`src/rtl/float_pkg.sv`:
```
// Shared definitions for the sequential floating-point divider.
//   state_t       : controller states
//   class_t       : operand-pair classification decided before division
//   exp_bias()    : exponent bias for an E-bit exponent field
//   unpack_fields(): splits a float word (up to 64 bits) into sign/exponent/mantissa
//   special_word(): builds canonical NaN or signed infinity/zero for any E/M
//   SP_*          : the same special encodings for the default 32-bit format
package float_pkg;

    typedef enum logic [2:0] {
        ST_IDLE,
        ST_SETUP,
        ST_ITER,
        ST_PACK,
        ST_DONE
    } state_t;

    typedef enum logic [1:0] {
        CLS_NORM,
        CLS_ZERO,
        CLS_INF,
        CLS_NAN
    } class_t;

    localparam logic [31:0] SP_NAN  = 32'h7FC0_0000;
    localparam logic [31:0] SP_INF  = 32'h7F80_0000;
    localparam logic [31:0] SP_ZERO = 32'h0000_0000;

    typedef struct packed {
        logic        sign;
        logic [15:0] exp;
        logic [63:0] mant;
    } fields_t;

    function automatic int exp_bias(input int e_w);
        return (1 << (e_w - 1)) - 1;
    endfunction

    function automatic fields_t unpack_fields(input logic [63:0] word, input int e_w, input int m_w);
        fields_t     f;
        logic [63:0] sh;
        sh     = word >> m_w;
        f.sign = word[e_w + m_w];
        f.exp  = sh[15:0] & ((16'd1 << e_w) - 16'd1);
        f.mant = word & ((64'd1 << m_w) - 64'd1);
        return f;
    endfunction

    function automatic logic [63:0] special_word(input class_t cls, input logic sign,
                                                 input int e_w, input int m_w);
        logic [63:0] exp_ones;
        logic [63:0] sign_bit;
        exp_ones = ((64'd1 << e_w) - 64'd1) << m_w;
        sign_bit = {63'd0, sign} << (e_w + m_w);
        case (cls)
            CLS_NAN: return exp_ones | (64'd1 << (m_w - 1));
            CLS_INF: return sign_bit | exp_ones;
            default: return sign_bit;
        endcase
    endfunction

endpackage

```
`src/rtl/float_seq_divider_mant_div_iter.sv`:
```
// Radix-2 restoring mantissa divider, one quotient bit per clock, MSB first.
// Ports:
//   clk, reset          : clock, async active-high reset
//   start               : load dividend/divisor and begin M+2 steps
//   dividend, divisor   : {1,mantissa} operands, M+1 bits each
//   last                : high during the final step cycle (quotient complete after that edge)
//   quotient            : M+2-bit quotient, bit M+1 has weight 1
module mant_div_iter
    import float_pkg::*;
#(
    parameter int M = 23
) (
    input  logic         clk,
    input  logic         reset,
    input  logic         start,
    input  logic [M:0]   dividend,
    input  logic [M:0]   divisor,
    output logic         last,
    output logic [M+1:0] quotient
);

    localparam int CW = $clog2(M + 2);
    // Counting M+1 down to 0 gives M+2 steps and always fits in CW bits.
    localparam logic [CW-1:0] CNT_LOAD = CW'(M + 1);

    logic [M+1:0]  rem_q, rem_d;
    logic [M:0]    div_q, div_d;
    logic [M+1:0]  quo_q, quo_d;
    logic [CW-1:0] cnt_q, cnt_d;
    logic          active_q, active_d;

    logic [M+2:0]  diff;
    logic          ge;
    logic [M+1:0]  rem_sel;
    logic          unused_rem;

    // Remainder stays below 2*divisor, so after subtracting it fits in M+1 bits.
    assign diff       = {1'b0, rem_q} - {2'b00, div_q};
    assign ge         = ~diff[M+2];
    assign rem_sel    = ge ? diff[M+1:0] : rem_q;
    assign unused_rem = rem_sel[M+1];

    always_comb begin
        rem_d    = rem_q;
        div_d    = div_q;
        quo_d    = quo_q;
        cnt_d    = cnt_q;
        active_d = active_q;
        if (start) begin
            rem_d    = {1'b0, dividend};
            div_d    = divisor;
            quo_d    = '0;
            cnt_d    = CNT_LOAD;
            active_d = 1'b1;
        end else if (active_q) begin
            rem_d = {rem_sel[M:0], 1'b0};
            quo_d = {quo_q[M:0], ge};
            if (cnt_q == '0) begin
                active_d = 1'b0;
            end else begin
                cnt_d = cnt_q - 1'b1;
            end
        end
    end

    always_ff @(posedge clk or posedge reset) begin
        if (reset) begin
            rem_q    <= '0;
            div_q    <= '0;
            quo_q    <= '0;
            cnt_q    <= '0;
            active_q <= 1'b0;
        end else begin
            rem_q    <= rem_d;
            div_q    <= div_d;
            quo_q    <= quo_d;
            cnt_q    <= cnt_d;
            active_q <= active_d;
        end
    end

    assign last     = active_q && (cnt_q == '0);
    assign quotient = quo_q;

endmodule

```
`src/rtl/float_seq_divider.sv`:
```
// Sequential floating-point divider, out = in1 / in2, fixed latency of M+4
// cycles from accept to out_valid. Denormal inputs are treated as zero and
// results are truncated toward zero.
// Ports:
//   clk, reset           : clock, async active-high reset
//   in_valid / in_ready  : operand handshake (ready only when idle)
//   in1, in2             : dividend, divisor
//   out_valid / out_ready: result handshake, out held while valid
//   out                  : quotient
//   busy                 : high whenever not idle
//
// state    | meaning
// IDLE     | waiting for operands
// SETUP    | unpack, sign/exponent, classify specials, start mantissa divider
// ITER     | M+2 restoring-division steps
// PACK     | normalise, range-check exponent, select special result
// DONE     | result offered until out_ready
module float_seq_divider
    import float_pkg::*;
#(
    parameter int DATA_WIDTH = 32,
    parameter int E          = 8,
    parameter int M          = 23
) (
    input  logic                  clk,
    input  logic                  reset,
    input  logic                  in_valid,
    output logic                  in_ready,
    input  logic [DATA_WIDTH-1:0] in1,
    input  logic [DATA_WIDTH-1:0] in2,
    output logic                  out_valid,
    input  logic                  out_ready,
    output logic [DATA_WIDTH-1:0] out,
    output logic                  busy
);

    localparam int XW = E + 2;
    localparam logic signed [XW-1:0] BIAS_X    = XW'(exp_bias(E));
    localparam logic signed [XW-1:0] EXP_MAX_X = XW'((1 << E) - 1);
    localparam logic signed [XW-1:0] ONE_X     = XW'(1);
    localparam logic signed [XW-1:0] ZERO_X    = XW'(0);
    localparam logic [E-1:0]         EXP_ONES  = '1;

    state_t                 state_q, state_d;
    logic [DATA_WIDTH-1:0]  op1_q, op1_d;
    logic [DATA_WIDTH-1:0]  op2_q, op2_d;
    logic                   sign_q, sign_d;
    logic signed [XW-1:0]   exp_q, exp_d;
    class_t                 cls_q, cls_d;
    logic [DATA_WIDTH-1:0]  out_q, out_d;

    fields_t                f1, f2;
    logic [E-1:0]           e1, e2;
    logic [M-1:0]           m1, m2;
    logic                   z1, z2, inf1, inf2, nan1, nan2;
    logic signed [XW-1:0]   exp_calc;
    class_t                 cls_calc;

    logic                   iter_start;
    logic                   iter_last;
    logic [M+1:0]           quo;

    logic signed [XW-1:0]   exp_norm;
    logic [M-1:0]           mant_norm;
    class_t                 res_cls;
    logic [63:0]            spec_word;
    logic                   unused_fields;

    assign f1 = unpack_fields(64'(op1_q), E, M);
    assign f2 = unpack_fields(64'(op2_q), E, M);
    assign e1 = f1.exp[E-1:0];
    assign e2 = f2.exp[E-1:0];
    assign m1 = f1.mant[M-1:0];
    assign m2 = f2.mant[M-1:0];
    assign unused_fields = ^{f1, f2, spec_word};

    // Exponent field 0 covers both zero and denormals; both count as zero.
    assign z1   = (e1 == '0);
    assign z2   = (e2 == '0);
    assign inf1 = (e1 == EXP_ONES) && (m1 == '0);
    assign inf2 = (e2 == EXP_ONES) && (m2 == '0);
    assign nan1 = (e1 == EXP_ONES) && (m1 != '0);
    assign nan2 = (e2 == EXP_ONES) && (m2 != '0);

    assign exp_calc = signed'({2'b00, e1}) - signed'({2'b00, e2}) + BIAS_X;

    always_comb begin
        cls_calc = CLS_NORM;
        if (nan1 || nan2 || (z1 && z2) || (inf1 && inf2)) begin
            cls_calc = CLS_NAN;
        end else if (inf1 || z2) begin
            cls_calc = CLS_INF;
        end else if (z1 || inf2) begin
            cls_calc = CLS_ZERO;
        end
    end

    assign iter_start = (state_q == ST_SETUP);

    mant_div_iter #(.M(M)) u_iter (
        .clk      (clk),
        .reset    (reset),
        .start    (iter_start),
        .dividend ({1'b1, m1}),
        .divisor  ({1'b1, m2}),
        .last     (iter_last),
        .quotient (quo)
    );

    // Quotient lies in (0.5, 2): a clear MSB means one left shift is needed.
    always_comb begin
        if (quo[M+1]) begin
            exp_norm  = exp_q;
            mant_norm = quo[M:1];
        end else begin
            exp_norm  = exp_q - ONE_X;
            mant_norm = quo[M-1:0];
        end
        res_cls = cls_q;
        if (cls_q == CLS_NORM) begin
            if (exp_norm >= EXP_MAX_X) begin
                res_cls = CLS_INF;
            end else if (exp_norm <= ZERO_X) begin
                res_cls = CLS_ZERO;
            end
        end
    end

    assign spec_word = special_word(res_cls, sign_q, E, M);

    always_comb begin
        state_d = state_q;
        op1_d   = op1_q;
        op2_d   = op2_q;
        sign_d  = sign_q;
        exp_d   = exp_q;
        cls_d   = cls_q;
        out_d   = out_q;
        case (state_q)
            ST_IDLE: begin
                if (in_valid) begin
                    op1_d   = in1;
                    op2_d   = in2;
                    state_d = ST_SETUP;
                end
            end
            ST_SETUP: begin
                sign_d  = f1.sign ^ f2.sign;
                exp_d   = exp_calc;
                cls_d   = cls_calc;
                state_d = ST_ITER;
            end
            ST_ITER: begin
                if (iter_last) begin
                    state_d = ST_PACK;
                end
            end
            ST_PACK: begin
                if (res_cls == CLS_NORM) begin
                    out_d = {sign_q, exp_norm[E-1:0], mant_norm};
                end else begin
                    out_d = spec_word[DATA_WIDTH-1:0];
                end
                state_d = ST_DONE;
            end
            ST_DONE: begin
                if (out_ready) begin
                    state_d = ST_IDLE;
                end
            end
            default: state_d = ST_IDLE;
        endcase
    end

    always_ff @(posedge clk or posedge reset) begin
        if (reset) begin
            state_q <= ST_IDLE;
            op1_q   <= '0;
            op2_q   <= '0;
            sign_q  <= 1'b0;
            exp_q   <= '0;
            cls_q   <= CLS_NORM;
            out_q   <= '0;
        end else begin
            state_q <= state_d;
            op1_q   <= op1_d;
            op2_q   <= op2_d;
            sign_q  <= sign_d;
            exp_q   <= exp_d;
            cls_q   <= cls_d;
            out_q   <= out_d;
        end
    end

    assign in_ready  = (state_q == ST_IDLE);
    assign busy      = (state_q != ST_IDLE);
    assign out_valid = (state_q == ST_DONE);
    assign out       = out_q;

endmodule

```
`config.mk`:
```
export PLATFORM = sky130hd
export DESIGN_NAME = float_seq_divider
export DESIGN_NICKNAME = d
export VERILOG_FILES = /design/src/rtl/float_pkg.sv /design/src/rtl/float_seq_divider_mant_div_iter.sv /design/src/rtl/float_seq_divider.sv
export SDC_FILE = /design/constraint.sdc
export NUM_CORES = 1
export LEC_CHECK = 0
export ABC_AREA = 1
export BUFFER_PORTS_ARGS = -buffer_cell sky130_fd_sc_hd__buf_2
export CAP_MARGIN = 20
export CORE_ASPECT_RATIO = 2
export CORE_MARGIN = 1
export CORE_UTILIZATION = 43
export CTS_CLUSTER_SIZE = 16
export DETAILED_ROUTE_END_ITERATION = 8
export GPL_TIMING_DRIVEN = 1
export SLEW_MARGIN = 20
export SYNTH_ARGS = -nofsm -noshare
export SYNTH_HDL_FRONTEND = slang
export SYNTH_SLANG_ARGS = --single-unit
```
`constraint.sdc`:
```
create_clock -name clk -period 6.65 [get_ports clk]
set_input_delay 0.3325 -clock clk [delete_from_list [all_inputs] [get_ports clk]]
set_output_delay 0.3325 -clock clk [all_outputs]
set_load 0.01 [all_outputs]
```
Word level (Yosys, flattened, before mapping)
Cells that the tools add are included.
{ "op_classes": {"n_addsub": 5, "multipliers": 0, "div": 0, "magnitude_cmp": 2, "n_eq_ne": 12, "shift": 0, "n_mux": 25, "bitwise": 2, "n_reduce_logical": 27} }
{ "ops": {"columns": ["operator", "n"], "rows": [
  ["25-bit two-way mux", 4],
  ["32-bit case mux with 2 select lines", 1],
  ["23-bit logical NOT", 2],
  ["23-bit nonzero test", 2],
  ["32-bit two-way mux", 1],
  ["25-bit by 24-bit subtractor with 26-bit output", 1],
  ["24-bit two-way mux", 1],
  ["23-bit two-way mux", 1],
  ["8-bit equality test (second input constant)", 2],
  ["8-bit logical NOT", 2],
  ["5-bit two-way mux", 3],
  ["3-bit case mux with 5 select lines", 1],
  ["9-bit by 8-bit adder with 10-bit output (second input constant)", 1],
  ["10-bit by 9-bit greater-or-equal comparator with 1-bit output (second input constant)", 1],
  ["10-bit by 1-bit <= comparator with 1-bit output (second input constant)", 1],
  ["10-bit two-way mux", 1],
  ["2-bit two-way mux", 5],
  ["10-bit by 2-bit subtractor with 10-bit output (second input constant)", 1],
  ["3-bit two-way mux", 3],
  ["8-bit by 8-bit subtractor with 9-bit output", 1],
  ["1-bit logical AND", 7],
  ["3-bit by 2-bit equality test with 1-bit output (second input constant)", 2],
  ["2-bit != test (second input constant)", 3],
  ["5-bit logical NOT", 1],
  ["15 further kinds", 25]
]} }
{ "totals": {"ff_bits": 192, "latch_bits": 0, "ramBits": 0, "mem_bits_ro": 0, "input_bits": 68, "out_inout_bits": 35, "n_memories": 0} }

Depth between registers and ports, before layout
Gate-level depths: netlist of the first run.
{ "depth": {"word_depth": 9, "depth_mapped": 15} }

Hierarchy
A second synthesis of the first run with hierarchy kept.
{ "hier_totals": {"cells_unflattened": 1396, "area_unflattened_um2": 10794.1} }
{ "modules_own_cells": {"columns": ["mod", "instances", "cells_each", "area_each_um2"], "rows": [
  ["float_seq_divider", 1, 698, 5753.0],
  ["mant_div_iter", 1, 698, 5041.1]
]} }

Worst setup path after synthesis of the first run
Ideal clock, no wire load.
{ "synth_path": {"kind": "register to register", "start": "reg op1_q[23]", "end": "reg exp_q[8]", "setup_ns": 0.118, "arrival_ns": 2.037, "t_required_ns": 6.532, "slack_ns": 4.495, "path_stages_with_launch": 15, "path_buffers": 0, "cell_sequence": "dfrtp_1 > inv_1 > ha_1 > inv_1 > fa_1 > nand3_1 > nand3_1 > xor2_1 > inv_1 > nor3_2 > nand3_1 > nand2_1 > nand2_1 > nand3_1 > nand2_1"} }
{ "synth_between": {"elab_chain_len": 2} }
{ "synth_rtl": {"columns": ["item", "line_no", "text"], "rows": [
  ["start, declared", "float_seq_divider.sv:45", "logic [DATA_WIDTH-1:0] op1_q, op1_d;"],
  ["start signal, assigned", "float_seq_divider.sv:186", "op1_q <= op1_d;"],
  ["8-bit by 8-bit subtractor with 9-bit output", "float_seq_divider.sv:85", "assign exp_calc = signed'({2'b00, e1}) - signed'({2'b00, e2}) + BIAS_X;"],
  ["9-bit by 8-bit adder with 10-bit output", "float_seq_divider.sv:85", null],
  ["end signal, assigned", "float_seq_divider.sv:189", "exp_q <= exp_d;"],
  ["end, declared", "float_seq_divider.sv:48", "logic signed [XW-1:0] exp_q, exp_d;"]
]} }
No other way between the ends.
A chain may end at the register's enable or synchronous reset.

Worst setup path after layout of the first run
{ "layout_path": {"start": "reg state_q[2]", "end": "reg u_iter.rem_q[23]"} }
{ "layout_between": {"elab_chain_len": 2, "elab_cells_between_ends": 3} }
{ "layout_rtl": {"columns": ["item", "line_no", "text"], "rows": [
  ["start, declared", "float_seq_divider.sv:44", "state_t state_q, state_d;"],
  ["start signal, assigned", "float_seq_divider.sv:185", "state_q <= state_d;"],
  ["3-bit by 1-bit equality test with 1-bit output *", "float_seq_divider.sv:98", "assign iter_start = (state_q == ST_SETUP);"],
  ["25-bit two-way mux / 2-bit nonzero test (equally long branches)", null, null],
  ["end signal, assigned", "float_seq_divider_mant_div_iter.sv:74", "rem_q <= rem_d;"],
  ["end, declared", "float_seq_divider_mant_div_iter.sv:26", "logic [M+1:0] rem_q, rem_d;"]
]} }
Every way passes the cells marked *; elsewhere a longest branch is shown, timed or not.

==> results.py, run 1 <==
metrics = {
    "yosys": {
        "yosysWarnings": 0,
        "synth-compound-area-share": 0.152,
        "netlist_area_sq_um": 10600,
        "ys_types": 42,
        "synth_xor_area_frac": 0.0166,
        "synthCells": 1334,
        "synthMuxAreaShare": 0.0139,
        "yosysSeqAreaShare": 0.455,
        "synth_nets": 1440,
        "synth_top_family_by_area": "simple AND/OR/NAND/NOR gates",
        "async_flop_share": 1.00,
        "synth-seq-cells": 192,
        "synth_edf_count": 0,
        "synthAdderAreaFrac": 0.0465,
        "synth_largest_area_cell": "dfrtp_1",
        "yosys.area.top_type_share": 0.455,
        "syn_avg_cell_area_sq_um": 7.91,
        "synth_simple_gate_area_frac": 0.228,
        "ys_top_cells_by_count": "288 x nand2_1, 192 x dfrtp_1, 184 x inv_1, 111 x nor2_1, 101 x o21ai_0",
        "synth-main-ff-cell": "dfrtp_1",
        "synth_most_common_cell": "nand2_1",
        "yosys-top-cells-area": "dfrtp_1 46%, nand2_1 10%, inv_1 6.5%, o21ai_0 4.8%, a21oi_1 4.5%",
    },
    "flow_run": {
        "drv_cap": 0,
    },
    "clocking": {
        "postCtsSetupBuffers": 0,
        "numCtsBuffers": 17,
        "path_clk_slew_ns": 0.07,
        "clock_sinks": 192,
        "htreeDepth": 4,
        "cts_resized": 0,
        "root_buffer": "clkbuf_16",
        "cts_buffer_depth": 2,
        "cts_tree": "built",
        "clk_latency_ns": 0.45,
        "holdBufCountCts": 0,
    },
    "worst_hold_path": {
        "hold_class": "in2async",
    },
    "route": {
        "first_iter_violations": 384,
        "wire_per_inst_microns": 14.7,
        "firstDrtPassIters": 5,
        "drcViolationCount": 0,
        "postRouteAntennaNets": 0,
        "vias_per_cell": 5.15,
        "wl_microns": 25200,
        "dr_total_vias": 8841,
    },
    "placed_design": {
        "placed_cell_area_sq_um": 11300,
        "portBuffers": 102,
        "dp_hpwl_microns": 19200,
        "place.gp.congestion": 0.945,
    },
    "global_route": {
        "grt-ovfl-total": 0,
        "grt_max_degree": 116,
        "antenna_found_initial": 0,
        "grt_usage": 0.215,
        "grt_pass1_vias": 8703,
        "grt_pass1_wl_microns": 42500,
    },
    "timing": {
        "maxSlewHeadroom": 0.354,
        "drv_slew": 0,
        "whs_ns": -0.00497,
        "fmax_mhz": 306,
        "rsz0062_at_grt": "false",
        "period_needed_ns": 3.26,
        "finalHoldViolations": 1,
        "clock_skew_ns": 0.0104,
        "setup_viol": 0,
        "worst_pin_slew_ns": 0.969,
        "post-route-period-util": 0.491,
        "tns_ns": 0,
    },
    "die": {
        "initial_core_util": 0.441,
        "io_pins": 103,
        "fp-row-count": 80,
        "die-area_sq_um": 25200,
        "core_sq_um": 23900,
        "die_h_microns": 224,
        "fp.dieW_microns": 113,
    },
    "worst_setup_path": {
        "cp.required_ns": 6.98,
        "r2r_cells": 10,
        "timing.rr.end": "u_iter.rem_q[23]$_DFFE_PP0P_",
        "cp_slowest_cell": "clkinv_1",
        "endpoint_kind": "register",
        "critPathKind": "reg2reg",
        "crit_fanout": 75,
        "timing.rr.start": "state_q[2]$_DFFE_PP0P_",
        "reg2reg_slack_ns": 3.39,
        "cp_common_cell": "buf_4",
        "cp.arrival_ns": 3.59,
        "crit_path_max_incr_delay_ns": 0.60,
        "path_cells": "nor2_1 > nand2_2 > buf_4 > inv_1 > buf_4 > nor2_2 > clkinv_1 > buf_16 > o21ai_0 > a21oi_1",
        "crit_path_start_kind": "register",
    },
    "pwr": {
        "cellLeakagePower_nw": 5.93,
        "ir_drop_v": 0.000230,
        "power.density_nw_per_um2": 596,
    },
    "outcome": {
        "failed_checks": "hold timing",
        "status": "finished with violations",
    },
    "cells_and_area": {
        "nFillCells": 2368,
        "area_growth_pct": 13.2,
        "final_area_sq_um": 11900,
        "nets": 1523,
        "num_antenna_cells": 0,
        "layout-drive-gt1-share": 0.145,
    },
}
-- layout by cell type, fill, tap and decap left out, types with 3 or more instances in the layout --
cell type    n
dfrtp_1    192
inv_2        6
nand3_1     69
nand2_1    286
a21o_1       4
ha_1        36
buf_2      102
a21oi_1     95
o22ai_1     31
o21ai_0    101
o211ai_1     4
nor2_1     111
inv_1      183
inv_8        3
xnor2_1     13
xor2_1       7
nor3_1      18
or2_2        4
o21bai_1    18
nor2_2       5
nor4_1       7
o21ai_2     21
inv_6        3
clkbuf_16   17
nand4_1     36
clkbuf_8     3
nor2_4       4
buf_4        8
mux2_2      13
-- flip-flops by register name (all words and copies together) (netlist names) --
register and count:
op1_q 32, op2_q 32, out 32, u_iter.quotient 25
u_iter.rem_q 25, u_iter.div_q 24, exp_q 10, u_iter.cnt_q 5
state_q 3, cls_q 2, sign_q 1, u_iter.active_q 1
-- through the flow --
| step | cells | setup slack, ns | total power [W] | hold slack (ns) | utilization |
|---|---|---|---|---|---|
| finish | 1717 | 3.39 | 0.00712 | -0.00497 | 0.499 |
| global route | 1717 | 3.09 | 0.00783 | 0.0901 | 0.499 |
| CTS | 1717 | 3.32 | 0.00718 | 0.0538 | 0.499 |
| detailed placement | 1685 | 3.34 | 0.00608 | 0.463 | 0.474 |
| global placement | 1683 | 2.99 | 0.00597 | 0.461 | 0.472 |
| floorplan | 1334 | 1.09 | 0.00505 | 0.426 | - |
-- how the worst max path moves through the flow --
stage	startpoint	endpoint	slack (ns)	depth (start not counted)
finish	state_q[2]$_DFFE_PP0P_	u_iter.rem_q[23]$_DFFE_PP0P_	3.39	10
floorplan	reset	cls_q[0]$_DFFE_PP0P_	1.09	1
global placement	state_q[2]$_DFFE_PP0P_	u_iter.rem_q[23]$_DFFE_PP0P_	2.99	9
global route	state_q[2]$_DFFE_PP0P_	u_iter.rem_q[23]$_DFFE_PP0P_	3.09	10
detailed placement	state_q[2]$_DFFE_PP0P_	u_iter.rem_q[23]$_DFFE_PP0P_	3.34	10
CTS	state_q[2]$_DFFE_PP0P_	u_iter.rem_q[23]$_DFFE_PP0P_	3.32	10
-- final cells by class --
type | count | area (sq um) | share of cell area
tap | 287 | 359 | 0.0301
clock inverter | 12 | 146 | 0.0123
clock buffer | 20 | 467 | 0.0391
inverter | 191 | 724 | 0.0607
sequential | 192 | 4800 | 0.402
timing repair buffer | 112 | 613 | 0.0513
multi-input combinational | 903 | 4830 | 0.404
-- worst max-delay path: cells and delay by family (launching register included) --
kind                   cells  cell delay, ns
flip-flops                 1            0.42
buffers and inverters      5            1.80
AND/OR/NAND/NOR            3            0.65
AO/OA/AOI/OAI              2            0.23
-- logic make-up (layout without fill, tap and decap cells) --
logic type      Yosys count  after routing
compound gates          281            281
fa+ha+maj                38             38
xor+xnor                 20             20
mux                      13             13
flops                   192            192
simple gates            551            551
buf+inv                 239            335
-- power breakdown --
part	switching, W	internal (W)	leakage, nW
Combinational	0.00262	0.00144	3.32
Clock	0.000471	0.000593	0.297
Sequential	0.000305	0.00169	2.31
Total	0.00340	0.00372	5.93
-- metal layers --
| layer | global-route usage | share of wire |
|---|---|---|
| met4 | 0.108 | 0.038 |
| met2 | 0.385 | 0.52 |
| met3 | 0.0341 | 0.026 |
| met1 | 0.246 | 0.41 |
| met5 | 0 | 0 |
(Power assumes the default switching activity.)
==> run 2, diff against run 1 <==
clock period = 2.83 ns   (was 6.65 ns; I/O delays follow)
==> results.py, run 2 (synthesized netlist as in run 1, its figures left out) <==
metrics = {
    "outcome": {
        "status": "complete, no violations",
    },
    "clocking": {
        "numCtsBuffers": 17,
        "cts_tree": "built",
        "clk_latency_ns": 0.45,
        "cts_buffer_depth": 2,
        "htreeDepth": 4,
        "postCtsSetupBuffers": 0,
        "path_clk_slew_ns": 0.07,
        "clock_sinks": 192,
        "root_buffer": "clkbuf_16",
    },
    "worst_setup_path": {
        "cp.required_ns": 3.16,
        "critPathKind": "reg2reg",
        "crit_path_start_kind": "register",
        "endpoint_kind": "register",
        "crit_fanout": 4,
        "cp.arrival_ns": 2.84,
    },
    "pwr": {
        "ir_drop_v": 0.000633,
        "power.density_nw_per_um2": 1330,
        "cellLeakagePower_nw": 6.23,
        "p_total_w": 0.0169,
    },
    "cells_and_area": {
        "final_common_cell": "nand2_1",
        "layout-drive-gt1-share": 0.145,
        "final_cell_mix": "286 x nand2_1, 192 x dfrtp_1, 183 x inv_1",
        "nFillCells": 2327,
        "nets": 1600,
        "num_antenna_cells": 0,
        "final_area_sq_um": 12700,
        "final_core_util": 0.530,
        "area_growth_pct": 20.1,
    },
    "placed_design": {
        "portBuffers": 102,
        "dp_hpwl_microns": 19600,
        "placed_cell_area_sq_um": 11400,
        "place.gp.congestion": 0.980,
    },
    "global_route": {
        "grt_pass1_vias": 9368,
        "grt.busiest_layer": "met2",
        "grt-ovfl-total": 0,
        "antenna_found_initial": 0,
        "grtUsageMet3": 0.0327,
        "grt_max_degree": 71,
        "grt_use_met1": 0.245,
        "grt_pass1_wl_microns": 45000,
        "grt_usage": 0.227,
        "grtUsageMet2": 0.423,
    },
    "die": {
        "die_h_microns": 224,
        "core_sq_um": 23900,
        "initial_core_util": 0.441,
        "io_pins": 103,
        "fp-row-count": 80,
        "fp.dieW_microns": 113,
        "die-area_sq_um": 25200,
    },
    "route": {
        "postRouteAntennaNets": 0,
        "firstDrtPassIters": 4,
        "first_iter_violations": 368,
        "wire_per_inst_microns": 14.6,
        "vias_per_cell": 5.09,
        "wl_microns": 26200,
        "dr_total_vias": 9136,
        "drcViolationCount": 0,
    },
    "timing": {
        "tns_ns": 0,
        "post-route-period-util": 0.886,
        "clock_skew_ns": 0.00766,
        "setup_viol": 0,
        "drv_slew": 0,
        "whs_ns": 0.0132,
        "rsz0062_at_grt": "false",
        "period_needed_ns": 2.51,
        "finalHoldViolations": 0,
        "worst_pin_slew_ns": 0.749,
        "maxSlewHeadroom": 0.500,
        "fmax_mhz": 399,
    },
    "worst_hold_path": {
        "hold_class": "in2reg",
    },
    "flow_run": {
        "drv_cap": 0,
    },
}
run 2: cell count changes in the layout (fill, tap and decap cells not counted), sizes merged:
| cell | change |
|---|---|
| dlygate4sd3 | +65 |
| inv | -4 |
| buf | +12 |
| clkinvlp | +3 |
| bufinv | +1 |
run 2: area by class of cell:
cell class / count / area (sq um) / share of cell area
Multi-Input combinational cell: 903 / 4830 / 0.381
Sequential cell: 192 / 4800 / 0.379
Timing Repair Buffer: 189 / 1350 / 0.107
Inverter: 191 / 721 / 0.0569
Clock buffer: 20 / 447 / 0.0353
Tap cell: 287 / 359 / 0.0283
Clock inverter: 12 / 159 / 0.0125
run 2: worst max-delay path, cell delays in order (launching register included):
cell and delay [ns]:
dfrtp_1 0.40, ha_1 0.24, fa_1 0.40, inv_1 0.07, nand3_1 0.06, nand2_1 0.13, a21oi_1 0.15, o21ai_0 0.44
nand2_1 0.19, nand3_1 0.11, nand3_1 0.07, nand3_1 0.07, nand3_1 0.06
run 2: power breakdown:
group          switching, W  internal [W]  leakage (nW)
registers          0.000709       0.00397          2.31
clock network       0.00106       0.00142         0.285
logic               0.00619       0.00352          3.64
run 2: routing by layer:
metal | part of all wire | vias up
li1 | - | 4703
met1 | 0.39 | 4236
met2 | 0.54 | 153
met3 | 0.025 | 44
met4 | 0.036 | 0
met5 | 0 | -
run 2: stage by stage:
step           cells  setup WS [ns]
6_report        1794          0.322
5_1_grt         1794         0.0933
4_1_cts         1794          0.335
3_5_place_dp    1697          0.347
3_3_place_gp    1697          0.405
2_1_floorplan   1334          0.212
run 2: final timing paths:
| path | depth (start not counted) | slack (ns) | startpoint | to |
|---|---|---|---|---|
| worst min-delay path | 3 | 0.01 | in1[0] | op1_q[0]$_DFFE_PP0P_ |
| worst min register to register | 2 | 0.46 | u_iter.div_q[23]$_DFFE_PP0P_ | u_iter.div_q[23]$_DFFE_PP0P_ |
| min in group asynchronous | 3 | 0.37 | reset | u_iter.quotient[14]$_DFFE_PP0P_ |
| worst max-delay path | 12 | 0.32 | u_iter.div_q[0]$_DFFE_PP0P_ | u_iter.rem_q[17]$_DFFE_PP0P_ |
| worst max register to register | 12 | 0.32 | u_iter.div_q[0]$_DFFE_PP0P_ | u_iter.rem_q[17]$_DFFE_PP0P_ |
| max in group asynchronous | 4 | 1.65 | reset | op2_q[30]$_DFFE_PP0P_ |
run 2: repair_timing:
action | 4_1_cts | 5_1_grt
hold buffers | 65 | 0
resized for setup | 0 | 0
endpoints found under the hold margin | 91 | 0
==> run 3, diff against run 2 <==
BUFFER_PORTS_ARGS = unset   (was -buffer_cell sky130_fd_sc_hd__buf_2)
DONT_BUFFER_PORTS = 1   (was unset)
clock period = 2.73 ns   (was 2.83 ns; I/O delays follow)
==> results.py, run 3 (synthesized netlist as in run 1, its figures left out) <==
metrics = {
    "outcome": {
        "status": "complete, no violations",
    },
    "clocking": {
        "postCtsSetupBuffers": 0,
        "clk_latency_ns": 0.45,
        "numCtsBuffers": 17,
        "cts_tree": "built",
        "root_buffer": "clkbuf_16",
        "clock_sinks": 192,
        "cts_buffer_depth": 2,
        "path_clk_slew_ns": 0.07,
        "htreeDepth": 4,
    },
    "timing": {
        "tns_ns": 0,
        "rsz0062_at_grt": "false",
        "setup_viol": 0,
        "period_needed_ns": 2.50,
        "maxSlewHeadroom": 0.531,
        "drv_slew": 0,
        "whs_ns": 0.0718,
        "finalHoldViolations": 0,
        "fmax_mhz": 400,
        "worst_pin_slew_ns": 0.704,
        "final.setup.worst_slack_ns": 0.230,
        "clock_skew_ns": 0.00739,
        "post-route-period-util": 0.916,
    },
    "global_route": {
        "antenna_found_initial": 0,
        "grt_max_degree": 93,
        "grt_pass1_vias": 9116,
        "grt-ovfl-total": 0,
        "grt_pass1_wl_microns": 44700,
        "grt_usage": 0.227,
    },
    "worst_setup_path": {
        "crit_path_start_kind": "register",
        "endpoint_kind": "register",
        "crit_fanout": 4,
        "cp.required_ns": 3.06,
        "critPathKind": "reg2reg",
        "cp.arrival_ns": 2.83,
    },
    "route": {
        "wl_microns": 26800,
        "vias_per_cell": 5.27,
        "firstDrtPassIters": 5,
        "dr_total_vias": 8934,
        "wire_per_inst_microns": 15.8,
        "drcViolationCount": 0,
        "postRouteAntennaNets": 0,
        "first_iter_violations": 539,
    },
    "placed_design": {
        "dp_hpwl_microns": 19700,
        "portBuffers": 0,
        "place.gp.congestion": 0.959,
        "pre_cts_ws_ns": 0.211,
    },
    "cells_and_area": {
        "num_antenna_cells": 0,
        "nets": 1502,
        "area_growth_pct": 15.9,
        "final_common_cell": "nand2_1",
        "layout-drive-gt1-share": 0.0845,
        "final_cell_mix": "286 x nand2_1, 192 x dfrtp_1, 183 x inv_1",
    },
    "die": {
        "fp.dieW_microns": 113,
        "fp-row-count": 80,
        "io_pins": 103,
        "initial_core_util": 0.441,
        "core_sq_um": 23900,
        "die-area_sq_um": 25200,
        "die_h_microns": 224,
    },
    "flow_run": {
        "drv_cap": 0,
    },
    "pwr": {
        "power.density_nw_per_um2": 1440,
        "ir_drop_v": 0.000766,
        "cellLeakagePower_nw": 5.83,
    },
    "worst_hold_path": {
        "hold_class": "in2async",
    },
}
run 3: changes by cell type in the layout (fill, tap and decap cells not counted):
| cell | before | now |
|---|---|---|
| buf_12 | 2 | 6 |
| bufinv_16 | 3 | 2 |
| buf_6 | 0 | 1 |
| clkinv_4 | 1 | 0 |
| inv_6 | 1 | 2 |
| clkbuf_1 | 2 | 0 |
| buf_4 | 20 | 17 |
| buf_2 | 102 | 0 |
| clkinv_2 | 2 | 3 |
| clkbuf_8 | 1 | 2 |
| dlygate4sd3_1 | 65 | 67 |
run 3: worst max-delay path, stage by stage, from the launching register on:
cell	delay [ns]
dfrtp_1	0.39
ha_1	0.24
fa_1	0.41
inv_1	0.07
nand3_1	0.06
nand2_1	0.13
a21oi_1	0.14
o21ai_0	0.43
nand2_1	0.18
nand3_1	0.11
nand3_1	0.09
nand3_1	0.07
nand3_1	0.06
run 3: per-layer routing:
metal / wire (microns) / vias to the layer above / track usage
met5: 0 / - / 0
met4: 1110 / 0 / 0.122
met3: 724 / 55 / 0.0352
met2: 14600 / 182 / 0.427
met1: 10400 / 4211 / 0.237
li1: - / 4486 / -
run 3: path summary, 6_finish.rpt:
| path | start | to | slack, ns | depth (start not counted) |
|---|---|---|---|---|
| worst max-delay path | u_iter.div_q[0]$_DFFE_PP0P_ | u_iter.rem_q[17]$_DFFE_PP0P_ | 0.23 | 12 |
| worst min-delay path | reset | out[14]$_DFFE_PP0P_ | 0.07 | 2 |
| worst max register to register | u_iter.div_q[0]$_DFFE_PP0P_ | u_iter.rem_q[17]$_DFFE_PP0P_ | 0.23 | 12 |
| worst min register to register | u_iter.div_q[23]$_DFFE_PP0P_ | u_iter.div_q[23]$_DFFE_PP0P_ | 0.46 | 2 |
| max in group asynchronous | reset | op2_q[27]$_DFFE_PP0P_ | 1.94 | 3 |
| min in group clk | in_valid | op1_q[18]$_DFFE_PP0P_ | 0.33 | 2 |
run 3: repair_timing:
| action | CTS | global route |
|---|---|---|
| hold buffers | 67 | 0 |
| endpoints found under the setup margin | 0 | 4 |
| hold endpoints to repair | 258 | 0 |
| resized for setup | 0 | 1 |
run 3: cell type report:
| cell class | instances | area [sq um] |
|---|---|---|
| well taps | 287 | 359 |
| flip-flops and latches | 192 | 4800 |
| repair buffers | 91 | 930 |
| clock inverters | 12 | 134 |
| clock buffers | 19 | 453 |
| inverters | 191 | 721 |
| fillers | 2317 | 11700 |
| multi-input cells | 903 | 4830 |
run 3: report_power, final:
part	switching, W	internal (W)
clock network	0.00112	0.00140
registers	0.000831	0.00411
logic	0.00641	0.00368
total	0.00837	0.00920
run 3: stage by stage:
stage	cells	utilization	power, W	cell area (sq um)
2_1_floorplan	1334	-	0.0123	10600
3_3_place_gp	1597	0.459	0.0148	11000
3_5_place_dp	1597	0.459	0.0150	11000
4_1_cts	1695	0.511	0.0176	12200
5_1_grt	1695	0.511	0.0193	12200
6_report	1695	0.511	0.0176	12200
